[config.mk]
export PLATFORM = sky130hd
export DESIGN_NAME = alu_issue_stage
export DESIGN_NICKNAME = d
export VERILOG_FILES = /design/src/rtl/alu_issue_stage.sv
export SDC_FILE = /design/constraint.sdc
export NUM_CORES = 1
export LEC_CHECK = 0
export CORE_ASPECT_RATIO = 1.1
export CORE_MARGIN = 1.5
export CORE_UTILIZATION = 46
export CTS_BUF_LIST = sky130_fd_sc_hd__clkbuf_4
export DETAILED_ROUTE_END_ITERATION = 8
export PLACE_DENSITY = 0.95
export SLEW_MARGIN = 20
export SYNTH_ARGS = -nofsm -noshare
export SYNTH_HDL_FRONTEND = slang
export SYNTH_SLANG_ARGS = --single-unit
[constraint.sdc]
create_clock -name clk -period 4.9 [get_ports clk]
set_clock_uncertainty 0.05 [all_clocks]
set_input_delay 1.47 -clock clk [delete_from_list [all_inputs] [get_ports clk]]
set_output_delay 1.47 -clock clk [all_outputs]
set_load 0.01 [all_outputs]
[src/rtl/alu_issue_stage.sv]
// Registered ALU issue stage: decodes MIPS opcode/funct into ALU control, forwards operands, holds an EX-input entry.
// Optional feature macro: ALU_ISSUE_SKID_EN (two-entry skid buffer with a registered in_ready).
module alu_issue_stage #(
  parameter int DATA_W = 32
) (
  input  logic              clk,
  input  logic              reset,
  input  logic              in_valid,
  output logic              in_ready,
  input  logic [5:0]        opcode,
  input  logic [5:0]        funct,
  input  logic [4:0]        rs_addr,
  input  logic [4:0]        rt_addr,
  input  logic [4:0]        rd_addr,
  input  logic [DATA_W-1:0] rs_data,
  input  logic [DATA_W-1:0] rt_data,
  input  logic [15:0]       imm,
  input  logic              flush,
  input  logic              exmem_we,
  input  logic [4:0]        exmem_addr,
  input  logic [DATA_W-1:0] exmem_data,
  input  logic              memwb_we,
  input  logic [4:0]        memwb_addr,
  input  logic [DATA_W-1:0] memwb_data,
  output logic              out_valid,
  input  logic              out_ready,
  output logic [DATA_W-1:0] alu_a,
  output logic [DATA_W-1:0] alu_b,
  output logic [3:0]        alu_control,
  output logic [4:0]        out_dest,
  output logic              out_reg_write,
  output logic              illegal
);

  typedef struct packed {
    logic [DATA_W-1:0] a;
    logic [DATA_W-1:0] b;
    logic [3:0]        ctrl;
    logic [4:0]        dest;
    logic              wr;
    logic              ill;
  } entry_t;

  localparam entry_t RESET_ENTRY = '{a: '0, b: '0, ctrl: 4'b0010, dest: 5'd0, wr: 1'b0, ill: 1'b0};

  logic [4:0]        src_addr [2];
  logic [DATA_W-1:0] src_data [2];
  logic [DATA_W-1:0] fwd_data [2];
  logic [DATA_W-1:0] sext, zext;
  entry_t            dec_d;
  entry_t            out_q;
  logic              out_valid_q;
  logic              accept;

  assign src_addr[0] = rs_addr;
  assign src_addr[1] = rt_addr;
  assign src_data[0] = rs_data;
  assign src_data[1] = rt_data;

  // EX/MEM has priority over MEM/WB; register 0 never matches.
  genvar gi;
  generate
    for (gi = 0; gi < 2; gi++) begin : g_fwd
      assign fwd_data[gi] =
        (exmem_we && (exmem_addr != 5'd0) && (exmem_addr == src_addr[gi])) ? exmem_data :
        (memwb_we && (memwb_addr != 5'd0) && (memwb_addr == src_addr[gi])) ? memwb_data :
        src_data[gi];
    end
  endgenerate

  assign sext = {{(DATA_W-16){imm[15]}}, imm};
  assign zext = {{(DATA_W-16){1'b0}}, imm};

  always_comb begin
    dec_d      = '{a: fwd_data[0], b: fwd_data[1], ctrl: 4'b0010, dest: rd_addr, wr: 1'b1, ill: 1'b0};
    unique case (opcode)
      6'h00: begin
        unique case (funct)
          6'h20, 6'h21: dec_d.ctrl = 4'b0010;
          6'h22, 6'h23: dec_d.ctrl = 4'b0110;
          6'h24:        dec_d.ctrl = 4'b0000;
          6'h25:        dec_d.ctrl = 4'b0001;
          6'h26:        dec_d.ctrl = 4'b0100;
          6'h27:        dec_d.ctrl = 4'b1100;
          6'h2A:        dec_d.ctrl = 4'b0111;
          6'h18:        dec_d.ctrl = 4'b0101;
          6'h1A:        dec_d.ctrl = 4'b1011;
          6'h00, 6'h02, 6'h03: begin
            // Shifts operate on rt; shamt travels in b[10:6] of the zero-extended immediate.
            dec_d.ctrl = (funct == 6'h00) ? 4'b1000 : (funct == 6'h02) ? 4'b1001 : 4'b1010;
            dec_d.a    = fwd_data[1];
            dec_d.b    = zext;
          end
          default: begin
            dec_d.wr  = 1'b0;
            dec_d.ill = 1'b1;
          end
        endcase
      end
      6'h08, 6'h09: begin dec_d.b = sext; dec_d.dest = rt_addr; end
      6'h0A: begin dec_d.ctrl = 4'b0111; dec_d.b = sext; dec_d.dest = rt_addr; end
      6'h0C: begin dec_d.ctrl = 4'b0000; dec_d.b = zext; dec_d.dest = rt_addr; end
      6'h0D: begin dec_d.ctrl = 4'b0001; dec_d.b = zext; dec_d.dest = rt_addr; end
      6'h0E: begin dec_d.ctrl = 4'b0100; dec_d.b = zext; dec_d.dest = rt_addr; end
      6'h23: begin dec_d.b = sext; dec_d.dest = rt_addr; end
      6'h2B: begin dec_d.b = sext; dec_d.dest = rt_addr; dec_d.wr = 1'b0; end
      6'h04: begin dec_d.ctrl = 4'b0110; dec_d.dest = rt_addr; dec_d.wr = 1'b0; end
      default: begin
        dec_d.wr  = 1'b0;
        dec_d.ill = 1'b1;
      end
    endcase
    if (dec_d.dest == 5'd0) dec_d.wr = 1'b0;
  end

  assign accept = in_valid && in_ready;

`ifdef ALU_ISSUE_SKID_EN
  entry_t skid_q;
  logic   skid_valid_q;
  logic   in_ready_q;

  // in_ready_q mirrors !skid_valid_q, so it never depends on out_ready combinationally.
  assign in_ready = in_ready_q && !reset;

  always_ff @(posedge clk) begin
    if (reset) begin
      out_q        <= RESET_ENTRY;
      skid_q       <= RESET_ENTRY;
      out_valid_q  <= 1'b0;
      skid_valid_q <= 1'b0;
      in_ready_q   <= 1'b1;
    end else if (flush) begin
      out_valid_q  <= 1'b0;
      skid_valid_q <= 1'b0;
      in_ready_q   <= 1'b1;
    end else if (!out_valid_q || out_ready) begin
      if (skid_valid_q) begin
        out_q        <= skid_q;
        out_valid_q  <= 1'b1;
        skid_valid_q <= 1'b0;
        in_ready_q   <= 1'b1;
      end else begin
        if (accept) out_q <= dec_d;
        out_valid_q <= accept;
      end
    end else if (accept) begin
      skid_q       <= dec_d;
      skid_valid_q <= 1'b1;
      in_ready_q   <= 1'b0;
    end
  end
`else
  assign in_ready = !reset && (!out_valid_q || out_ready);

  always_ff @(posedge clk) begin
    if (reset) begin
      out_q       <= RESET_ENTRY;
      out_valid_q <= 1'b0;
    end else if (flush) begin
      out_valid_q <= 1'b0;
    end else if (accept) begin
      out_q       <= dec_d;
      out_valid_q <= 1'b1;
    end else if (out_ready) begin
      out_valid_q <= 1'b0;
    end
  end
`endif

  assign out_valid     = out_valid_q;
  assign alu_a         = out_q.a;
  assign alu_b         = out_q.b;
  assign alu_control   = out_q.ctrl;
  assign out_dest      = out_q.dest;
  assign out_reg_write = out_q.wr;
  assign illegal       = out_q.ill;

endmodule

# Word-level counts from Yosys, hierarchy flattened
# Cells that the tools add are included.
# Widths: inputs -> output; s select.
op_classes:
  add_sub_neg: 0
  multipliers: 0
  div_mod_pow: 0
  magnitude_cmp: 0
  n_eq_ne: 26
  n_shift: 0
  n_mux: 18
  bitwise: 1
  reduce_logical: 26
ops:
  columns: ["cell", "count"]
  rows:
  - ["$mux 32", 5]
  - ["$pmux 32 s3", 1]
  - ["$eq 6x6->1 const B", 11]
  - ["$mux 64", 1]
  - ["$eq 6x4->1 const B", 6]
  - ["$pmux 4 s9", 1]
  - ["$pmux 4 s6", 1]
  - ["$eq 5x5->1", 4]
  - ["$reduce_or 14->1", 1]
  - ["$eq 6x2->1 const B", 2]
  - ["$eq 6x5->1 const B", 2]
  - ["$logic_not 6->1", 2]
  - ["$reduce_bool 5->1", 2]
  - ["$reduce_or 9->1", 1]
  - ["$logic_and 1x1->1", 8]
  - ["$reduce_or 7->1", 1]
  - ["$eq 6x3->1 const B", 1]
  - ["$mux 2", 3]
  - ["$reduce_or 3->1", 2]
  - ["$logic_not 5->1", 1]
  - ["$mux 5", 1]
  - ["$reduce_or 5->1", 1]
  - ["$pmux 1 s2", 2]
  - ["$reduce_or 2->1", 2]
  - ["6 further kinds", 9]
totals:
  register_bits: 76
  latchBits: 0
  mem_bits_rw: 0
  mem_bits_ro: 0
  inputBits: 188
  out_inout_bits: 77
  memories: 0

# Logic depth before layout (Yosys ltp)
depth:
  depth_word: 7
  mapped_depth: 9
  depth_no_buf: 6

# Worst setup path after synthesis
# Ideal clock, no wire load.
synth_path:
  kind: "input-to-output"
  startpoint: "in reset"
  endpoint: "out in_ready"
  arrival_ps: 2358
  t_required_ps: 3380
  path_slack_ps: 1022
  cell_stages: 4
  n_path_buf: 3
  cell_sequence: "clkbuf_1 -> clkbuf_1 -> clkbuf_1 -> nor2_1"
synth_between:
  elab_chain_cells: 2
synth_lines:
  columns: ["element", "line_no", "rtl"]
  rows:
  - ["start, declared", "7", "input logic reset,"]
  - ["$logic_not 1->1", "154", "assign in_ready = !reset && (!out_valid_q || out_ready);"]
  - ["$logic_and 1x1->1", "154", null]
  - ["end, declared", "9", "output logic in_ready,"]
# Every way passes these cells.

# Worst setup path in the final report
layout_path:
  startpoint: "in out_ready"
  endpoint: "out in_ready"
layout_between:
  elab_chain_cells: 2
layout_lines:
  columns: ["element", "line_no", "rtl"]
  rows:
  - ["start, declared", "26", "input logic out_ready,"]
  - ["$logic_or 1x1->1", "154", null]
  - ["$logic_and 1x1->1", "154", null]
# Every way passes these cells.

==> out/results.ini <==
[sta]
tightest_slew_ns = 0.924
finalCritPeriodShare_pct = 84.8
finalSetupViolations = 0
setup_tns_ns = 0
max-slew-margin-rel_pct = 38.4
hold_viol_final = 0
fmax_mhz = 241
drv_slew = 0
rsz0062_at_grt = false
fin_hold_ws_ns = 0.420
min_period_ns = 4.15

[clock_network]
cts_tree = done
clock_latency_ns = 0.45
cts_sinks = 76
htree_levels = 3
clockBufferDepth = 2
numCtsBuffers = 9
clkTransAtPathRegs_ns = 0.12
postCtsHoldBufs = 0
cts_resized = 0
cts_root_buf = clkbuf_4
post-cts-setup-buffers = 0

[drt]
wire_per_inst_um = 19.0
avgViaCountPerCell = 6.16
drt-initial-drc-count = 800
routed_wl_um = 22100
drc = 0
ant_nets = 0
vias = 7185
drt_pre_antenna_iters = 6

[worst_setup_path]
cpMostUsedCell = clkdlybuf4s50_1
worstPathRequired_ns = 3.38
worstPathArrival_ns = 2.63
crit_path_max_incr_delay_ns = 0.54
cp_max_fo = 2
criticalPathCategory = primary input to output port
crit_chain = clkdlybuf4s50_1 -> nor2b_1 -> nor2_1 -> clkdlybuf4s50_1
endpoint_kind = output port
critPathLaunchType = primary input
slowest_stage = clkdlybuf4s50_1

[floorplan]
dieHeight_um = 117
io_pins = 265
initial_core_util_pct = 47.5
die_area_um2 = 12600
rows = 41
core-area_um2 = 11500
die_w_um = 107

[synthesis]
synth_edf_count = 0
synth_fp_nets = 980
yosysUniqueCellTypes = 56
synth_area_leaders = dfxtp_1, nor2_1, nand2_1, a31oi_1, o21ai_0
ys_ff_latch = 76
synth_top_area_share_pct = 27.8
avgSynthCellArea_um2 = 6.92
yosysWarnings = 0
syn_area_um2 = 5480
synthArstFlopShare_pct = 0
synth-main-ff-cell = dfxtp_1
yosysTopAreaCell = dfxtp_1
synthCells = 792
ys_seq_area_share_pct = 27.8

[placement]
dpl-instance-area_um2 = 8160
port_buffers = 264
dp_hpwl_um = 16300
gp_congestion = 0.936

[cells_and_area]
post-route-util_pct = 71.8
fin_area_um2 = 8290
drive_above_1_share_pct = 6.10
final_nets = 1199
final_common_cell = clkdlybuf4s50_1
final_cell_mix = clkdlybuf4s50_1, nor2_1, nand2_1, dfxtp_1, a31oi_1
syn_to_final_growth_pct = 51.3

[grt]
grt_use_total_pct = 33.8
antenna_found_initial = 2
grt_overflow = 0
grt_max_degree = 76
grt_pass1_vias = 6832
grt_pass1_wl_um = 33700

[status]
status = finished clean

[power]
p_leak_nw = 2.95
vdd_ir_drop_max_mv = 0.110
power_density_nw_per_um2 = 188

[worst_hold_path]
hp-class = flop to flop

[run]
cap_violations = 0

through the flow:
step           cells  setup slack (ns)  total power [W]
5_1_grt         1167             0.677          0.00163
6_report        1167             0.746          0.00156
3_5_place_dp    1150             0.599          0.00117
3_3_place_gp    1150             0.659          0.00116
2_1_floorplan    792              1.02         0.000891
4_1_cts         1166             0.754          0.00156
layout make-up:
cell class                      instances  area [um2]
Multi-Input combinational cell        640        3640
Fill cell                             926        3250
Timing Repair Buffer                  283        2810
Sequential cell                        76        1520
Tap cell                              150         188
Clock buffer                           10        75.1
Clock inverter                          6        55.1
Inverter                                1        3.75
Antenna cell                            1        2.50
sequential cells by signal (all words and copies together), names as in the netlist:
register	cells
alu_a	32
alu_b	32
out_dest	5
alu_control	4
illegal	1
out_reg_write	1
out_valid	1
critical path: cells and delay by family:
| family | cells | cell delay, ns |
|---|---|---|
| simple gates | 2 | 0.14 |
| buf+inv | 2 | 1.02 |
where the power goes:
| group | total [W] | leakage, nW | internal (W) | switching, W |
|---|---|---|---|---|
| sequential | 0.000667 | 0.621 | 0.000649 | 0.0000181 |
| clock | 0.000395 | 0.0712 | 0.000156 | 0.000239 |
| combinational | 0.000501 | 2.26 | 0.000275 | 0.000225 |
path summary, 6_finish.rpt:
check	depth (start not counted)	slack, ns	endpoint	startpoint
worst max-delay path	4	0.75	in_ready	out_ready
worst min-delay path	2	0.42	alu_control[2]$_SDFFE_PP0P_	alu_control[2]$_SDFFE_PP0P_
worst max register to register	6	2.86	alu_a[25]$_SDFFE_PP0P_	out_valid$_SDFFE_PP0P_
worst min register to register	2	0.42	alu_control[2]$_SDFFE_PP0P_	alu_control[2]$_SDFFE_PP0P_
cells in the mapped netlist (2+ instances only):
cell type,count
mux2i_1,6
a31oi_1,54
o211ai_1,2
o21bai_1,2
and3_1,3
o21ai_1,2
o31a_1,26
a311oi_1,20
nor3_1,14
nor2b_1,5
buf_4,4
dfxtp_1,76
xor2_1,12
buf_1,3
nand2b_1,4
a21oi_1,31
nand3_1,6
o21a_1,14
nor2_1,141
a221oi_1,3
buf_2,15
a311o_1,23
nand2_1,140
xnor2_1,8
clkbuf_1,51
o21ai_0,52
a211oi_2,9
a211oi_1,12
buf_6,2
or4_1,4
o31ai_1,7
nand3_2,2
or2_2,4
o22ai_1,2
nor4_1,2
or3_1,5
nand4_1,7
cells by family after synthesis:
logic type,count (synthesis),synth area share [%]
xor gates and xnor gates,20,3.20
AOI/OAI and AO/OA,270,35.3
buffers and inverters,76,6.10
muxes,6,1.10
DFF,76,27.8
and+or+nand+nor,344,26.6
metal layers:
| layer | global-route usage (%) | up-vias | share of wire, % |
|---|---|---|---|
| met1 | 38.4 | 3253 | 37 |
| met5 | 0 | - | 0 |
| met4 | 19.7 | 0 | 5.6 |
| met3 | 8.47 | 102 | 10 |
| met2 | 56.6 | 506 | 48 |
| li1 | - | 3324 | - |
Power figures use the tool's default switching activity.
==> variant: new RTL, same settings <==
The option `ALU_ISSUE_SKID_EN` is turned on by a define.
--- a/src/rtl/alu_issue_stage.sv
+++ b/src/rtl/alu_issue_stage.sv
@@ -1,5 +1,7 @@
 // Registered ALU issue stage: decodes MIPS opcode/funct into ALU control, forwards operands, holds an EX-input entry.
 // Optional feature macro: ALU_ISSUE_SKID_EN (two-entry skid buffer with a registered in_ready).
+`define ALU_ISSUE_SKID_EN
+
 module alu_issue_stage #(
   parameter int DATA_W = 32
 ) (
Behaviour: not the same (Yosys sat finds a counterexample within 4 cycles, from zero or initial values and one cycle with reset high).
==> variant against the unedited design <==
- the flow now finishes with violations (DRC)
- synthesized area grew 72%
- via count grew 49%
- sequential cell count grew 77
- clock power grew 94%
- die area grew 70%
- power grew 80%
- routed wire length grew 71%
- cell count grew 35%
- setup slack gained 210 ps
- fmax grew 5.2%
- cell area grew 50%
- sequential share of layout area grew 6.3 points
- largest cell class unchanged
- largest power group unchanged
==> variant: results (changes against the unedited design) <==
[global_routing] wire length of the first global-routing pass 56800 um [+68%]
[placed_design] sum of net half-perimeters after detailed placement 26600 um [+63%]
[setup_path] worst setup path startpoint funct[5]
[setup_path] Reg2Reg Launch Point skid_valid_q
[outcome] failing checks DRC
[yosys] cells taking the most area after synthesis sky130_fd_sc_hd__dfxtp_1 (32%), sky130_fd_sc_hd__a21oi_1 (6.3%), sky130_fd_sc_hd__o21ai_0 (3.5%)
[placed_design] Routability Congestion 0.984 [+5.1%]
[setup_path] capturing point of the worst reg2reg path alu_b[14]
[global_routing] all-layer global routing usage 34.0% [+0.25 points]
[cells_and_area] final-stage net count 1502 [+25%]
[global_routing] initial antenna violation count 1 [-1]
[yosys] Yosys cell types 79 [+41%]
[routing] vias post-DR 10700 [+49%]
[global_routing] maximum number of pins on one net before global-route repair 89 [+17%]
[global_routing] vias in the first global route 10100 [+48%]
[yosys] area share of xor/xnor cells in the synthesized design 1.95% [-1.2 points]
[yosys] synth cell count leaders sky130_fd_sc_hd__dfxtp_1 (153), sky130_fd_sc_hd__a21oi_1 (119), sky130_fd_sc_hd__clkbuf_1 (81)
[clocking] CTS clk-pin slew, worst paths 140 ps [+20 ps]
[yosys] area fraction in compound gates after synthesis 38.8% [+3.5 points]
[setup_path] Worst EP arrival 4430 ps [+1800 ps]
[cells_and_area] Antenna Diode Count 0 [-1]
[clocking] number of H-tree levels 4 [+1]
[outcome] result of the run finished with violations
[routing] Routed WL per cell 23.9 um [+26%]
[sta] max_slew headroom 30.5% [-7.8 points]
[power] cell leakage power 4.33 nW [+47%]
[routing] # DRC 26 [+26]
[routing] DR iter-0 viols 1614 [+100%]
[worst_hold_path] worst hold start skid_q[6]
[setup_path] largest fanout on the critical path 32 [+30]
variant: changes by cell type after synthesis, moves of 30 or more:
cell                       delta
sky130_fd_sc_hd__nand3_1     +49
sky130_fd_sc_hd__nor2_1      -90
sky130_fd_sc_hd__a21o_1      +35
sky130_fd_sc_hd__a31oi_1     -36
sky130_fd_sc_hd__clkbuf_1    +30
sky130_fd_sc_hd__dfxtp_1     +77
sky130_fd_sc_hd__a21oi_1     +88
sky130_fd_sc_hd__nand2_1     -66
variant: worst min-delay path, stage by stage (launching register included):
cell and delay (ps):
sky130_fd_sc_hd__dfxtp_1 320, sky130_fd_sc_hd__nand2_1 50, sky130_fd_sc_hd__a21oi_1 50
variant: cells by family after synthesis:
group	Yosys count
AOI/OAI and AO/OA	495
xor gates and xnor gates	21
buffers and inverters	127
DFF	153
muxes	52
and+or+nand+nor	272
variant: power groups by stage:
| stage | sequential (mW) | combinational (mW) | clock, mW |
|---|---|---|---|
| 6_report | 1.32 | 0.721 | 0.767 |
| 5_1_grt | 1.33 | 0.757 | 0.826 |
| 4_1_cts | 1.32 | 0.708 | 0.769 |
| 3_5_place_dp | 1.35 | 0.702 | 0 |
| 3_3_place_gp | 1.35 | 0.690 | 0 |
| 2_1_floorplan | 1.36 | 0.323 | 0 |
variant: stage by stage:
stage / hold slack [ps] / utilization (%) / area (um2) / instances / power [mW]
after floorplan: 381 / - / 9440 / 1120 / 1.68
after global placement: 389 / 60.9 / 12200 / 1547 / 2.04
after detailed placement: 392 / 60.9 / 12200 / 1547 / 2.05
after CTS: 408 / 62.2 / 12400 / 1579 / 2.80
after global routing: 439 / 62.2 / 12400 / 1579 / 2.91
final: 409 / 62.2 / 12400 / 1579 / 2.81
variant: area by class of cell:
type                    count  area, um2
flip-flops and latches    153       3070
clock inverters            13        123
inverters                   6       22.5
repair buffers            296       2930
clock buffers              19        143
fillers                  1656       7560
multi-input cells         840       5840
well taps                 252        315
variant: how the worst max path moves through the flow:
| stage | endpoint | slack (ps) | depth (start not counted) |
|---|---|---|---|
| global placement | alu_b[9] | 520 | 8 |
| detailed placement | alu_b[9] | 390 | 8 |
| CTS | in_ready | 970 | 3 |
| global route | alu_b[7] | 690 | 8 |
| floorplan | in_ready | 1500 | 2 |
| finish | alu_b[7] | 950 | 8 |
variant: layer usage:
metal  share of wire (%)  track usage (%)
met4                 6.1             18.9
met2                  46             56.9
met3                  13             8.52
met5                   0                0
met1                  35             39.8
